===== src/rtl/bcd_pkg.sv =====
// Shared types and helpers for the binary-to-BCD converter.
package bcd_pkg;

  typedef enum logic {
    IDLE  = 1'b0,
    SHIFT = 1'b1
  } state_e;

  localparam int DIGITS_DEFAULT = 8;

  // Largest value representable in 'digits' decimal digits (10^digits - 1).
  function automatic longint unsigned max_val(input int digits);
    longint unsigned p;
    p = 64'd1;
    for (int i = 0; i < digits; i++) begin
      p = p * 64'd10;
    end
    return p - 64'd1;
  endfunction

endpackage


===== src/rtl/bcd_adjust.sv =====
// Double-dabble correction: every BCD nibble >= 5 gets +3 so the following
// left shift carries correctly into the next decimal digit.
module bcd_adjust
  import bcd_pkg::*;
#(
  parameter int DIGITS = DIGITS_DEFAULT
) (
  input  logic [4*DIGITS-1:0] din,
  output logic [4*DIGITS-1:0] dout
);

  for (genvar gi = 0; gi < DIGITS; gi++) begin : g_nibble
    logic [3:0] nib;
    assign nib = din[4*gi +: 4];
    assign dout[4*gi +: 4] = (nib >= 4'd5) ? 4'(nib + 4'd3) : nib;
  end

endmodule


===== src/rtl/bin2bcd8.sv =====
// Sequential binary-to-BCD converter (shift-add-3) with a one-deep pending
// buffer so the producer never stalls. bcd_out only changes on completion.
module bin2bcd8
  import bcd_pkg::*;
#(
  parameter int WIDTH  = 32,
  parameter int DIGITS = DIGITS_DEFAULT
) (
  input  logic                clk,
  input  logic                reset,
  input  logic                in_valid,
  input  logic [WIDTH-1:0]    bin,
  output logic [4*DIGITS-1:0] bcd_out,
  output logic                sat,
  output logic                done,
  output logic                busy
);

  localparam int              BW       = 4 * DIGITS;
  localparam int              CW       = $clog2(WIDTH + 1);
  localparam longint unsigned MAX_L    = max_val(DIGITS);
  localparam logic [CW-1:0]   CNT_LOAD = CW'(WIDTH);

  state_e            state_q, state_d;
  logic [WIDTH-1:0]  work_q, work_d;
  logic [BW-1:0]     scratch_q, scratch_d;
  logic [CW-1:0]     cnt_q, cnt_d;
  logic              sat_flag_q, sat_flag_d;
  logic              pend_q, pend_d;
  logic [WIDTH-1:0]  pend_val_q, pend_val_d;
  logic [BW-1:0]     bcd_q, bcd_d;
  logic              sat_q, sat_d;
  logic              done_q, done_d;

  logic [BW-1:0]       scratch_adj;
  logic [BW+WIDTH-1:0] shifted;
  logic [WIDTH-1:0]    start_val;
  logic                start_over;
  logic [WIDTH-1:0]    start_work;
  logic                start;

  bcd_adjust #(
    .DIGITS (DIGITS)
  ) u_adjust (
    .din  (scratch_q),
    .dout (scratch_adj)
  );

  assign shifted = {scratch_adj, work_q} << 1;

  // Select the value to start next (fresh input beats pending) and clamp it.
  always_comb begin
    start_val  = (state_q == IDLE || in_valid) ? bin : pend_val_q;
    start_over = 64'(start_val) > MAX_L;
    start_work = start_over ? WIDTH'(MAX_L) : start_val;
  end

  // Next-state, datapath and result update logic.
  always_comb begin
    state_d    = state_q;
    work_d     = work_q;
    scratch_d  = scratch_q;
    cnt_d      = cnt_q;
    sat_flag_d = sat_flag_q;
    pend_d     = pend_q;
    pend_val_d = pend_val_q;
    bcd_d      = bcd_q;
    sat_d      = sat_q;
    done_d     = 1'b0;
    start      = 1'b0;

    case (state_q)
      IDLE: begin
        start = in_valid;
      end
      SHIFT: begin
        scratch_d = shifted[BW+WIDTH-1:WIDTH];
        work_d    = shifted[WIDTH-1:0];
        cnt_d     = cnt_q - CW'(1);
        if (cnt_q == CW'(1)) begin
          // Final shift: publish the result and chain into the next value.
          bcd_d  = shifted[BW+WIDTH-1:WIDTH];
          sat_d  = sat_flag_q;
          done_d = 1'b1;
          pend_d = 1'b0;
          if (in_valid || pend_q) begin
            start = 1'b1;
          end else begin
            state_d = IDLE;
          end
        end else if (in_valid) begin
          // Newest value wins; earlier pending value is dropped.
          pend_d     = 1'b1;
          pend_val_d = bin;
        end
      end
      default: state_d = IDLE;
    endcase

    if (start) begin
      state_d    = SHIFT;
      work_d     = start_work;
      scratch_d  = '0;
      cnt_d      = CNT_LOAD;
      sat_flag_d = start_over;
    end
  end

  // State and result registers; reset aborts any conversion silently.
  always_ff @(posedge clk or posedge reset) begin
    if (reset) begin
      state_q    <= IDLE;
      work_q     <= '0;
      scratch_q  <= '0;
      cnt_q      <= '0;
      sat_flag_q <= 1'b0;
      pend_q     <= 1'b0;
      pend_val_q <= '0;
      bcd_q      <= '0;
      sat_q      <= 1'b0;
      done_q     <= 1'b0;
    end else begin
      state_q    <= state_d;
      work_q     <= work_d;
      scratch_q  <= scratch_d;
      cnt_q      <= cnt_d;
      sat_flag_q <= sat_flag_d;
      pend_q     <= pend_d;
      pend_val_q <= pend_val_d;
      bcd_q      <= bcd_d;
      sat_q      <= sat_d;
      done_q     <= done_d;
    end
  end

  assign bcd_out = bcd_q;
  assign sat     = sat_q;
  assign done    = done_q;
  assign busy    = (state_q == SHIFT);

endmodule


===== config.mk =====
export PLATFORM = sky130hd
export DESIGN_NAME = bin2bcd8
export DESIGN_NICKNAME = d
export VERILOG_FILES = /design/src/rtl/bcd_pkg.sv /design/src/rtl/bcd_adjust.sv /design/src/rtl/bin2bcd8.sv
export SDC_FILE = /design/constraint.sdc
export NUM_CORES = 1
export LEC_CHECK = 0
export ABC_CLOCK_PERIOD_IN_PS = 5800
export CAP_MARGIN = 10
export CORE_ASPECT_RATIO = 2
export CORE_MARGIN = 5
export CORE_UTILIZATION = 35
export DETAILED_ROUTE_END_ITERATION = 10
export PLACE_DENSITY = 0.55
export RECOVER_POWER = 25
export SYNTH_ARGS = -nofsm -noshare
export SYNTH_HDL_FRONTEND = slang
export SYNTH_SLANG_ARGS = --single-unit
export TNS_END_PERCENT = 50

===== constraint.sdc =====
create_clock -name clk -period 5.8 [get_ports clk]
set_clock_uncertainty 0.15 [all_clocks]
set_input_delay 1.16 -clock clk [delete_from_list [all_inputs] [get_ports clk]]
set_output_delay 1.16 -clock clk [all_outputs]
set_load 0.01 [all_outputs]

Yosys cells after proc, flatten, opt, wreduce, memory -nomap -nowiden. Index checks and enable logic that the tools add are counted. Widths: inputs -> output; s select.

Add/sub/neg operators: 9. Order comparisons: 9. Eq/ne operators: 1. Mux-type cells: 26. Bitwise gates (word level): 2. Reduce and logical (&&, ||, !) cells: 7.

Operators with widths (number): $mux 32 (6); $ge 4x3->1 const B (8); $gt 32x27->1 const B (1); $add 4x2->4 const B (7); $mux 4 (7); $mux 6 (2); $mux 1 (9); $eq 6x1->1 const B (1); $sub 6x1->6 const B (1); $reduce_and 2->1 (2); $reduce_bool 2->1 (2); $add 3x2->3 const B (1); $mux 3 (1); $reduce_and 3->1 (1); $logic_or 1x1->1 (2); $not 1->1 (2); $pmux 1 s2 (1).

Register bits: 139. Bits of input ports: 35. Word-level logic and storage cells: 64.

Logic depth before layout (Yosys ltp).
Depth after elaboration: 6. Mapped depth: 9.

Modules after synthesis. Synthesis repeated with hierarchy kept, for this count alone.

Cell total of the unflattened synthesis: 680. Area, all modules: 6887.9 um2.

Modules (own cells, without submodules): bin2bcd8 (instances 1, cells an instance 552, area an instance 6077.1 um2, seq. area each 3478.3 um2); bcd_adjust (instances 1, cells an instance 128, area an instance 810.8 um2, seq. area each 0.0 um2).

Worst setup path after synthesis. Ideal clock, no wire load.

Kind: input to register. From: input port in_valid. To: register work_q[0]. Arrival time: 2.450 ns. Path slack: 3.066 ns. Stages: 8. Buffers on the path: 3. Cell sequence: buf_6 nand2b_4 mux2i_1 o311ai_1 or2_1 buf_6 buf_6 a31oi_2.

Word-level cells in the longest chain between the ends: 5. Elaborated cells on any way between the ends: 10. Classes of those cells: order compare: 1; mux: 6; reduce/logical: 3.

Ends and longest elaborated chain: start: declaration (RTL line bin2bcd8.sv:11) `input logic in_valid,`; $logic_or 1x1->1, on equally long branches (RTL line bin2bcd8.sv:53, bin2bcd8.sv:86); $mux 32 / $mux 1 (equally long branches) (RTL line bin2bcd8.sv:53, bin2bcd8.sv:86); $gt 32x27->1 / $mux 1 (equally long branches) (RTL line bin2bcd8.sv:54, bin2bcd8.sv:80); $mux 32 / $pmux 1 s2 (equally long branches) (RTL line bin2bcd8.sv:55, bin2bcd8.sv:72); $mux 32 / $reduce_bool 2->1 (equally long branches); end signal: assignment (RTL line bin2bcd8.sv:124) `work_q <= work_d;`; end: declaration (RTL line bin2bcd8.sv:25) `logic [WIDTH-1:0] work_q, work_d;`.

Several ways; a longest one is shown, not always the timed one. A chain may end at the register's enable or synchronous reset.

Worst setup path in the final report.
From: input port in_valid. To: register work_q[5].

The elaborated chain is that of the path after synthesis.

==> results.cfg <==
[timing]
min_period_over_period = 0.6561
tightest_slew_ns = 2.357
maxSlewHeadroom = -0.5713
fin_tns_setup_ns = 0
post-route-min-period_ns = 3.806
finalSetupViolations = 0
hold_viol_final = 0
fmax_mhz = 262.8
worst_slack_ns = 1.994
hold_slack_ns = 0.3275
drv_slew = 145
rsz0062_at_grt = no

[worst_hold_path]
hold_class = flop to flop

[grt]
grt_max_degree = 111
track_usage = 0.1489
grt_pass1_vias = 5335
grt_overflow = 0
grt_pass1_wl_mm = 26.68
antenna_found_initial = 0

[die]
rows = 72
core_area_um2 = 19280
dieArea_um2 = 22460
die_w_um = 108.5
io_pins = 70
fp.dieH_um = 207.0
initial_core_util = 0.3523

[routing]
drc = 0
first_iter_violations = 223
route.vias.total = 5173
wl_per_cell_um = 16.07
ant_nets = 0
wirelength_mm = 15.96
first_pass_iters = 5
viasPerCell = 5.209

[placement]
pre_cts_slack_ns = 1.586
place_congestion = 0.8471
portBuffers = 69
post_dp_cell_area_um2 = 7672
hpwlAfterDp_mm = 11.11

[worst_setup_path]
startpoint_type = input pin
crit_arrival_ns = 3.90
crit_required_ns = 5.89
crit_fanout = 18
critical_path_class = input pin to flop
crit_path_end_kind = flop

[synth]
synth_edf_count = 0
ys_seq_area_frac = 0.5121
synth_flop_cell = dfrtp_1
syn_avg_cell_area_um2 = 10.11
async_reset_ff_frac = 1.000
synth_cell_types = 42
ys_warn_count = 0
syn-instance-count = 672
synth.ff_latch_count = 139
synth_fp_nets = 725
netlist_area_um2 = 6793

[cells_and_area]
fin_nets = 776
mostFrequentLayoutCell = dfrtp_1
final_cell_mix = dfrtp_1 (139), nand2_1 (108), clkdlybuf4s50_1 (68), a21oi_1 (50), o21ai_0 (46)
drive_above_1_share = 0.1240
area_growth_pct = 22.05
antennaDiodeCount = 0
fin_util = 0.4300
final_cell_area_um2 = 8290

[clock_tree]
htree_num_levels = 4
cts_tree = done
cts-resized-gates = 0
worstSkewPairLatency_ns = 0.42
cts_made_buffers = 17
cts_hold_buf = 0
clock_sinks = 139
root_buffer = clkbuf_16
clk_pin_slew_worst_paths_ns = 0.06
post_cts_buffers = 0
cts.path.max_buffers = 2

[pwr]
p_leak_nw = 3.462
irDropWorstVdd_uv = 195.8
power_density_nw_per_um2 = 486.8

[status]
violations = max-capacitance violations, max-slew violations
status = complete, but fails checks

[flow_run]
cap_violations = 2
state kept, by name (all words and copies together), names as in the netlist:
name        flops
work_q         32
scratch_q      32
pend_q          1
busy            1
done            1
bcd_out        32
sat             1
sat_flag_q      1
pend_val_q     32
cnt_q           6
area by class of cell:
class	count	area, um^2
Sequential cell	139	3478
Clock buffer	20	456.7
Multi-Input combinational cell	464	3028
Fill cell	1932	10990
Timing Repair Buffer	76	739.5
Inverter	25	97.59
Clock inverter	10	166.4
Tap cell	259	324.1
power by group:
part	leakage [nW]	internal, mW	switching [mW]
clock network	0.299	0.740	0.419
logic	1.43	0.662	0.664
registers	1.73	1.30	0.249
total	3.46	2.70	1.33
cells in the mapped netlist, drive strengths merged, types with 8 or more instances:
master	n	area [um^2]
a31oi	13	137.6
nor3b	15	112.6
o22ai	41	256.5
inv	25	93.84
nand2	108	405.4
nor2	10	37.54
xnor2	10	87.58
dfrtp	139	3478
o31ai	32	240.2
ha	18	225.2
o2bb2ai	8	70.07
mux2	40	450.4
o21ai	47	235.2
clkbuf	26	97.59
buf	18	113.9
nand2b	29	188.9
a21oi	52	264.0
cells by family after synthesis:
kind of cell | count (synthesis) | share of synthesized area
XOR/XNOR | 12 | 0.01547
flip-flops | 139 | 0.5121
adder cells (fa/ha/maj) | 18 | 0.03316
buffers and inverters | 69 | 0.04494
AND/OR/NAND/NOR | 186 | 0.1321
AO/OA/AOI/OAI | 207 | 0.1945
multiplexers | 41 | 0.06778
routing by layer:
metal,part of all wire,track usage,vias up
li1,-,-,2497
met1,0.38,0.1607,2559
met2,0.57,0.2743,93
met3,0.024,0.02773,24
met4,0.024,0.06539,0
met5,0,0,-
stage by stage:
step,power [mW],std cells
floorplan,2.434,672
global placement,2.837,963
detailed placement,2.915,963
CTS,4.091,993
global route,4.329,993
finish,4.036,993
final timing paths:
kind | from | to | slack [ns] | depth (start not counted)
worst max-delay path | in_valid | work_q[5] | 1.99 | 6
worst min-delay path | bcd_out[15] | bcd_out[15] | 0.33 | 2
worst max register to register | busy | work_q[5] | 2.56 | 5
worst min register to register | bcd_out[15] | bcd_out[15] | 0.33 | 2
max in group asynchronous | reset | cnt_q[0] | 2.33 | 3
min in group asynchronous | reset | pend_val_q[2] | 1.78 | 2
critical path: stages:
cell,delay [ns]
clkdlybuf4s50_1,0.57
nor2b_1,0.73
a21oi_1,0.10
o311ai_1,0.44
or2_1,0.70
a31oi_2,0.19
No activity file was read; power rests on OpenSTA's default activity.
